`src/rtl/display_pkg.sv`:
```
// display_pkg
//   Shared types and constants for the multiplexed 7-segment scan controller.
//   scan_state_t : two-phase scan FSM (all anodes off, then one digit lit)
//   NUM_DIGITS   : number of common-anode digits on the shared segment bus
//   SEG_OFF      : active-low segment pattern with every segment dark
package display_pkg;

   typedef enum logic {BLANK, SHOW} scan_state_t;

   localparam int NUM_DIGITS = 4;
   localparam logic [6:0] SEG_OFF = 7'h7F;

endpackage

```
`src/rtl/seven_seg.sv`:
```
// seven_seg
//   Combinational hex-to-seven-segment decoder, active-high, bit order gfedcba.
//   hexIn : 4-bit value 0-F
//   led   : 7-bit segment pattern, 1 = segment lit
module seven_seg (
   input  logic [3:0] hexIn,
   output logic [6:0] led
);

   always_comb begin
      case (hexIn)
         4'h0:    led = 7'h3F;
         4'h1:    led = 7'h06;
         4'h2:    led = 7'h5B;
         4'h3:    led = 7'h4F;
         4'h4:    led = 7'h66;
         4'h5:    led = 7'h6D;
         4'h6:    led = 7'h7D;
         4'h7:    led = 7'h07;
         4'h8:    led = 7'h7F;
         4'h9:    led = 7'h6F;
         4'hA:    led = 7'h77;
         4'hB:    led = 7'h7C;
         4'hC:    led = 7'h39;
         4'hD:    led = 7'h5E;
         4'hE:    led = 7'h79;
         default: led = 7'h71;
      endcase
   end

endmodule

```
`src/rtl/display_scan_ctrl.sv`:
```
// display_scan_ctrl
//   Scans a 15-bit word onto four common-anode 7-segment digits sharing one
//   segment bus. Each digit gets a BLANK gap (all anodes off) followed by a
//   SHOW slot. New words are staged in a pending register and only become
//   visible at the frame boundary, so a frame never mixes two words.
//   clk        : system clock
//   reset      : asynchronous active-high reset
//   data_in    : word to display (digit 3 uses the zero-extended top 3 bits)
//   load       : 1-cycle capture strobe for data_in
//   lz_blank   : suppress leading zeros on digits 3..1
//   seg        : active-low segment bus, registered
//   an         : active-low anode enables, registered
//   frame_tick : high during the last SHOW cycle of digit 3
module display_scan_ctrl
   import display_pkg::*;
#(
   parameter int DIGIT_CYCLES = 50000,
   parameter int BLANK_CYCLES = 500
) (
   input  logic        clk,
   input  logic        reset,
   input  logic [14:0] data_in,
   input  logic        load,
   input  logic        lz_blank,
   output logic [6:0]  seg,
   output logic [3:0]  an,
   output logic        frame_tick
);

   localparam int MAX_CYCLES = (DIGIT_CYCLES > BLANK_CYCLES) ? DIGIT_CYCLES : BLANK_CYCLES;
   localparam int CNT_W = $clog2(MAX_CYCLES + 1);
   localparam int IDX_W = $clog2(NUM_DIGITS);
   localparam logic [CNT_W-1:0] DIGIT_LAST = CNT_W'(DIGIT_CYCLES - 1);
   localparam logic [CNT_W-1:0] BLANK_LAST = CNT_W'(BLANK_CYCLES - 1);

   scan_state_t       state, nextState;
   logic [IDX_W-1:0]  idx, nextIdx;
   logic [CNT_W-1:0]  cnt, nextCnt;
   logic [14:0]       pending, shown;
   logic              pendVld;
   logic              boundary;
   logic [3:0]        nibble;
   logic [6:0]        glyph;
   logic              blank3, blank2, blank1, digitBlank;
   logic [NUM_DIGITS-1:0] anShow;

   // The shared counter runs up from 0 in BLANK (so the reset value 0 gives
   // a full first gap) and down to 0 in SHOW after being loaded.
   always_comb begin
      nextState = state;
      nextIdx   = idx;
      nextCnt   = cnt;
      case (state)
         BLANK: begin
            if (cnt == BLANK_LAST) begin
               nextState = SHOW;
               nextCnt   = DIGIT_LAST;
            end else begin
               nextCnt = cnt + CNT_W'(1);
            end
         end
         SHOW: begin
            if (cnt == '0) begin
               nextState = BLANK;
               nextIdx   = idx + IDX_W'(1);
               nextCnt   = '0;
            end else begin
               nextCnt = cnt - CNT_W'(1);
            end
         end
         default: ;
      endcase
   end

   // Last SHOW cycle of the last digit: the only cycle that may swap 'shown'.
   assign boundary = (state == SHOW) && (idx == IDX_W'(NUM_DIGITS - 1)) && (cnt == '0);

   always_comb begin
      nibble = shown[3:0];
      case (idx)
         2'd0:    nibble = shown[3:0];
         2'd1:    nibble = shown[7:4];
         2'd2:    nibble = shown[11:8];
         default: nibble = {1'b0, shown[14:12]};
      endcase
   end

   // Blanking chains downward: a digit is a leading zero only if every
   // higher digit is one as well.
   assign blank3 = lz_blank && (shown[14:12] == 3'd0);
   assign blank2 = blank3 && (shown[11:8] == 4'd0);
   assign blank1 = blank2 && (shown[7:4] == 4'd0);

   always_comb begin
      digitBlank = 1'b0;
      case (idx)
         2'd3:    digitBlank = blank3;
         2'd2:    digitBlank = blank2;
         2'd1:    digitBlank = blank1;
         default: digitBlank = 1'b0;
      endcase
   end

   seven_seg decoder (
      .hexIn (nibble),
      .led   (glyph)
   );

   generate
      for (genvar gi = 0; gi < NUM_DIGITS; gi++) begin : g_anode
         assign anShow[gi] = (idx != IDX_W'(gi));
      end
   endgenerate

   // Outputs are computed from the next state so they switch on the same
   // edge as the FSM. idx never changes on entry to SHOW, so the current
   // nibble mux already selects the digit about to be lit.
   always_ff @(posedge clk or posedge reset) begin
      if (reset) begin
         state      <= BLANK;
         idx        <= '0;
         cnt        <= '0;
         pending    <= '0;
         shown      <= '0;
         pendVld    <= 1'b0;
         seg        <= SEG_OFF;
         an         <= 4'hF;
         frame_tick <= 1'b0;
      end else begin
         state <= nextState;
         idx   <= nextIdx;
         cnt   <= nextCnt;

         if (nextState == SHOW) begin
            an  <= anShow;
            seg <= digitBlank ? SEG_OFF : ~glyph;
         end else begin
            an  <= 4'hF;
            seg <= SEG_OFF;
         end

         frame_tick <= (nextState == SHOW) && (nextIdx == IDX_W'(NUM_DIGITS - 1)) &&
                       (nextCnt == '0);

         if (boundary) begin
            // A load landing on the boundary goes straight to the display.
            if (load) begin
               shown   <= data_in;
               pendVld <= 1'b0;
            end else if (pendVld) begin
               shown   <= pending;
               pendVld <= 1'b0;
            end
         end else if (load) begin
            pending <= data_in;
            pendVld <= 1'b1;
         end
      end
   end

endmodule

```
`config.mk`:
```
export PLATFORM = sky130hd
export DESIGN_NAME = display_scan_ctrl
export DESIGN_NICKNAME = d
export VERILOG_FILES = /design/src/rtl/display_pkg.sv /design/src/rtl/seven_seg.sv /design/src/rtl/display_scan_ctrl.sv
export SDC_FILE = /design/constraint.sdc
export NUM_CORES = 1
export LEC_CHECK = 0
export ABC_AREA = 1
export CORE_UTILIZATION = 50
export DETAILED_ROUTE_END_ITERATION = 12
export MAX_ROUTING_LAYER = met4
export PLACE_DENSITY_LB_ADDON = 0.2
export SYNTH_ARGS = -nofsm -noshare
export SYNTH_HDL_FRONTEND = slang
export SYNTH_SLANG_ARGS = --single-unit
export TNS_END_PERCENT = 1
```
`constraint.sdc`:
```
create_clock -name clk -period 1.8 [get_ports clk]
set_input_delay 0.18 -clock clk [delete_from_list [all_inputs] [get_ports clk]]
set_output_delay 0.18 -clock clk [all_outputs]
set_load 0.05 [all_outputs]
```
After elaboration in Yosys (flattened, before gate mapping)
Memory sizes are Yosys's and may differ from the RTL's. Index checks and enable logic that the tools add are counted.

Add/sub/neg operators: 3. Equality and inequality tests: 8. Muxes and demuxes: 17. Bitwise logic cells: 3. Reduce and logical (&&, ||, !) cells: 18.

Operators with widths (count): zero test 16 bit (2); two-way mux 16 bit (2); case mux 16 bit (2 select lines) (1); two-way mux 15 bit (2); adder 16 x 1 -> 16 bit (second input constant) (1); equality test 16 x 9 -> 1 bit (second input constant) (1); subtractor 16 x 1 -> 16 bit (second input constant) (1); two-way mux 7 bit (2); case mux 4 bit (3 select lines) (1); zero test 4 bit (2); logical AND 1 bit (7); inverter 7 bit (1); equality test 2 bit (second input constant) (3); nonzero test 2 bit (3); two-way mux 1 bit (4); two-way mux 2 bit (2); two-way mux 4 bit (1); != test 2 bit (second input constant) (2); AND reduction 2 bit (2); zero test 3 bit (1); case mux 1 bit (3 select lines) (1); adder 2 x 1 -> 2 bit (second input constant) (1); equality test 2 x 1 -> 1 bit (second input constant) (1); zero test 2 bit (1); 3 further kinds (4).

Register bits after elaboration: 62. Bits in read-only memories: 112. Bits of input ports: 19. Output and inout port bits: 12. Memories kept: 1.

Memories: (no name shown) (depth 16, width 7, rd ports 1, clocked after Yosys merged registers in 0, wr ports 0, RTL line seven_seg.sv:11) `case (hexIn)`.

Depth between registers and ports, before layout
Word-level depth: 7. Mapped depth: 14.

Cells and area by module
Synthesis repeated with hierarchy kept, for this count alone.

Cell total of the unflattened synthesis: 528. Area total of the unflattened synthesis: 3963.8 µm².

Modules (own cells, without submodules): display_scan_ctrl (instances 1, cells each 475, area an instance 3656.0 µm²); seven_seg (instances 1, cells each 53, area an instance 307.8 µm²).

Worst setup path before layout
No wires, ideal clock.

Kind: reg-to-reg. Start: register idx[0]. End: register seg[6]. Data arrival time: 1824 ps. Data required time: 1709 ps. Path slack: -115 ps. Stages on the path, launching flop included: 12. Period minus slack after synthesis: 1915 ps. Path through: dfrtp_1 -> inv_1 -> ha_1 -> inv_1 -> o22ai_1 -> o22ai_1 -> inv_1 -> ha_1 -> nand2_1 -> o21ai_0 -> nand2_1 -> o211ai_1.

Longest elaborated chain between the ends: 6. Elaborated cells on any way between the ends: 10. Classes of those cells: eq/ne (3); mux (4); bitwise (1); reduce/logical (1); memory (1).

RTL lines: from (decl) (RTL line display_scan_ctrl.sv:37) `logic [IDX_W-1:0] idx, nextIdx;`; from (signal assigned) (RTL line display_scan_ctrl.sv:131) `idx <= nextIdx;`; equality test 2 bit (tied with other cells) (RTL line display_scan_ctrl.sv:80, display_scan_ctrl.sv:96); case mux 4 bit (3 select lines) (RTL line display_scan_ctrl.sv:80) `case (idx)`; memory read (16 x 7 bit); inverter 7 bit (RTL line display_scan_ctrl.sv:136) `seg <= digitBlank ? SEG_OFF : ~glyph;`; two-way mux 7 bit * (RTL line display_scan_ctrl.sv:136); two-way mux 7 bit * (RTL line display_scan_ctrl.sv:134) `if (nextState == SHOW) begin`; to (signal assigned) (RTL line display_scan_ctrl.sv:136); to (decl) (RTL line display_scan_ctrl.sv:25) `output logic [6:0] seg,`.

Mark *: on every way between the ends. The rest lies on a longest branch, timed or not. A chain may end at the register's enable or synchronous reset.

Worst setup path after layout
Start: register cnt[1]. End: register shown[13].

Longest elaborated chain between the ends: 3.

RTL lines: from (decl) (RTL line display_scan_ctrl.sv:38) `logic [CNT_W-1:0] cnt, nextCnt;`; from (signal assigned) (RTL line display_scan_ctrl.sv:132) `cnt <= nextCnt;`; zero test 16 bit (RTL line display_scan_ctrl.sv:76) `assign boundary = (state == SHOW) && (idx == IDX_W'(NUM_DIGITS - 1)) && (cnt == '0);`; logical AND 1 bit (RTL line display_scan_ctrl.sv:76); AND reduction 2 bit (no source line); to (signal assigned) (RTL line display_scan_ctrl.sv:148) `shown <= data_in;`; to (signal assigned) (RTL line display_scan_ctrl.sv:151) `shown <= pending;`; to (decl) (RTL line display_scan_ctrl.sv:39) `logic [14:0] pending, shown;`.

Every way passes these cells.

==> results.md <==
- Status: finished, violations left
- Failing checks: negative setup slack
- Sw frac: 26.1%
- Global route overflow: 0
- RSZ-0062 raised after global routing: true
- Detailed Route Iter0 Violations: 190
- Rel. slew slack: 67.0%
- EDFF count, synth: 0
- Avg WL per Cell: 13.8 um
- Setup TNS: -0.00223 ns
- Pwr per Cell Area: 547 mW/mm^2
- Slowest-stage cell, CP: dfrtp_2
- Dpl ws: -0.104 ns
- Initial Util: 52.1%
- CP arrival: 2.07 ns
- Worst hold path class: in -> async
- Main synth FF type: dfrtp_1
- DR DRC count: 0
- Count of cell types in the netlist: 33
- Hold Violations, Final: 0
- FFs w/ async S/R, synth: 100%
- Post-DP HPWL: 6.94 mm
- Worst skew pair latency: 0.35 ns
- Clock H-tree levels: 3
- Largest area contributor in the netlist: dfrtp_1
- Reg power frac: 52.2%
- Setup crit end: shown[13]
- Slew Viols, Final: 0
- Setup crit start kind: flip-flop
- Logic pwr share: 9.4%
- WS Path Type: reg -> reg
- Yosys reg bits: 62
- Top cells by area, synth: dfrtp_1, nand2_1, dfstp_2
- Via count: 3807
- CTS tree: done
- Max Root-Sink Buffers: 2
- Most frequent cells after synthesis: nand2_1, inv_1, nor2_1
- Global-route wire length before repair: 15.5 mm
- Mapped Area: 0.00380 mm^2
- Share of the synthesized area in the top cell type: 33.6%
- DRT Wirelength: 9.89 mm
- DIE AREA: 0.00795 mm^2
- Crit path launch: cnt[1]
- CP most frequent cell: nor2_4
- Initial antenna violation count: 0
- Final setup vio count: 1
- Avg Inst Size Synth: 7.44 um^2
- Layout cells sized above 1: 31.6%
- Clock Sink Count: 62
- Slowest stage delay, CP: 0.44 ns
- Worst slew pin tran: 0.493 ns
- Reg clk slew, reported paths: 0.07 ns
- Num ports: 31
- Int Power: 2090 uW
- RePlAce Congestion: 0.967
- Max Clock Freq: 0.555 GHz
- Period Utilization, post-route: 100%
- Reg2Reg Depth: 11
- Most common cell in the synthesized netlist: nand2_1
- # diodes: 0
- Fin crit period: 1.80 ns
- Area grow syn2layout: 36.2%
- CTS root buffer: clkbuf_8
- Rows: 31
- Worst setup slack after layout: -0.00223 ns
- RR Endpoint: shown[13]
- Multi-input logic area: 0.00210 mm^2
- Final-layout fill cell count: 570
- Synthesized netlist cell count: 511
- Clock power frac: 38.4%
- FF+latch area: 0.00158 mm^2
- Crit path capture type: flip-flop
- Switching power: 740 uW
- Yosys warning count: 0
- Vias per inst: 5.29
- Port bufs: 30
- Die width: 89.2 um
- Setup slack, reg-to-reg: -0.002 ns
- Crit-path max FO: 14
- Number of buffers and inverters on the critical path: 4
- Layout Skew: 0.0101 ns
- Worst path depth: 11
- Final nets: 649
- LEAKAGE: 0.00246 uW
- Syn Nets: 544
- Clock buffer count from CTS: 9
- Remaining antenna violation count after routing: 0
- Die Ht: 89.2 um
- DRT Pass-1 Iters: 6
- Vias in the first global route: 3384
- Seq/Total Area, Yosys: 41.2%
- Crit path max-delay family: buffers and inverters
- Core ar.: 0.00729 mm^2
- RR Startpoint: cnt[1]
- Largest net degree at the start of global routing: 50
- CP Data Required Time: 2.07 ns
- CP Cell Sequence: inv_2 -> ha_4 -> nand2_8 -> nor2_4 -> nand4_1 -> buf_6 -> nor2_4 -> buf_12 -> buf_4 -> nor2_1 -> a21oi_1
- Max-cap check violation count: 0
- GRT Util Overall: 26.8%
- Peak supply drop: 0.438 mV
[final cells by class]
| type | count | area share (%) |
|---|---|---|
| Inverter | 68 | 4.98 |
| Timing Repair Buffer | 108 | 18.1 |
| Tap cell | 99 | 2.39 |
| Sequential cell | 62 | 30.5 |
| Multi-Input combinational cell | 367 | 40.7 |
| Clock buffer | 10 | 2.66 |
| Clock inverter | 5 | 0.701 |
[worst min path at each step]
stage	start	endpoint	slack (ns)	cells after the start
6_report	reset	shown[14]	0.1	2
5_1_grt	reset	shown[13]	0.12	2
4_1_cts	reset	shown[14]	0.10	2
3_5_place_dp	reset	shown[14]	0.47	2
3_3_place_gp	pending[12]	pending[12]	0.46	2
2_1_floorplan	data_in[13]	pending[13]	0.33	1
[placed cells by master (no fill, tap or decap), types with 9 or more instances in the layout]
cell	count
dfstp_2	11
nor2_1	45
nand3_1	39
nor2_4	10
nand2_2	9
clkdlybuf4s50_1	19
o211ai_1	13
a21oi_1	10
nand2_1	133
o21ai_1	10
dfrtp_2	10
nand4_1	9
inv_1	55
inv_2	12
nor2_2	9
clkbuf_8	10
buf_4	79
o21ai_0	33
dfrtp_1	41
[flip-flops by register name (all words and copies together) (netlist names)]
register / cells
shown: 15
seg: 7
cnt: 16
pending: 15
frame_tick: 1
pendVld: 1
state: 1
idx: 2
an: 4
[worst reg2reg max path, stage by stage (launching register included)]
cell,delay (ns)
dfrtp_2,0.44
inv_2,0.10
ha_4,0.17
nand2_8,0.08
nor2_4,0.12
nand4_1,0.10
buf_6,0.15
nor2_4,0.14
buf_12,0.16
buf_4,0.12
nor2_1,0.03
a21oi_1,0.13
[per-stage QoR]
stage	util, %	hold WS, ns	instances	power [uW]	area (um^2)
final	71.0	0.0982	719	2830	5180
after CTS	67.3	0.105	706	2810	4910
after detailed placement	62.9	0.468	684	1740	4580
after global routing	71.0	0.122	719	2950	5180
after floorplan	-	0.330	511	1640	3810
after global placement	62.9	0.464	684	1730	4580
[repair_timing]
action                     in CTS  in global routing
setup endpoints to repair      24                 27
buffers inserted                6                 13
hold buffers                    0                  0
hold endpoints to repair        0                  0
pin swaps                       6                 23
cloned                          1                  0
resized for setup              23                 59
[per-layer routing]
layer	vias up	GRT usage [%]	wire length (um)
li1	1862	-	-
met1	1782	35.7	4430
met2	132	40.6	4650
met3	31	6.56	582
met4	0	7.50	230
met5	-	-	0
[cell families after synthesis]
group / after synthesis / synth area share [%]
xor+xnor: 4 / 0.922
compound gates: 76 / 11.4
fa+ha+maj: 14 / 4.61
buf+inv: 82 / 8.96
mux: 6 / 1.68
simple gates: 267 / 31.2
flops: 62 / 41.2
[power groups by stage]
stage,Sequential (uW),Combinational [uW],Clock [uW]
5_1_grt,1480,298,1170
4_1_cts,1480,253,1080
6_report,1480,266,1090
2_1_floorplan,1490,146,0
3_5_place_dp,1500,240,0
3_3_place_gp,1500,233,0
(Power assumes the default switching activity.)
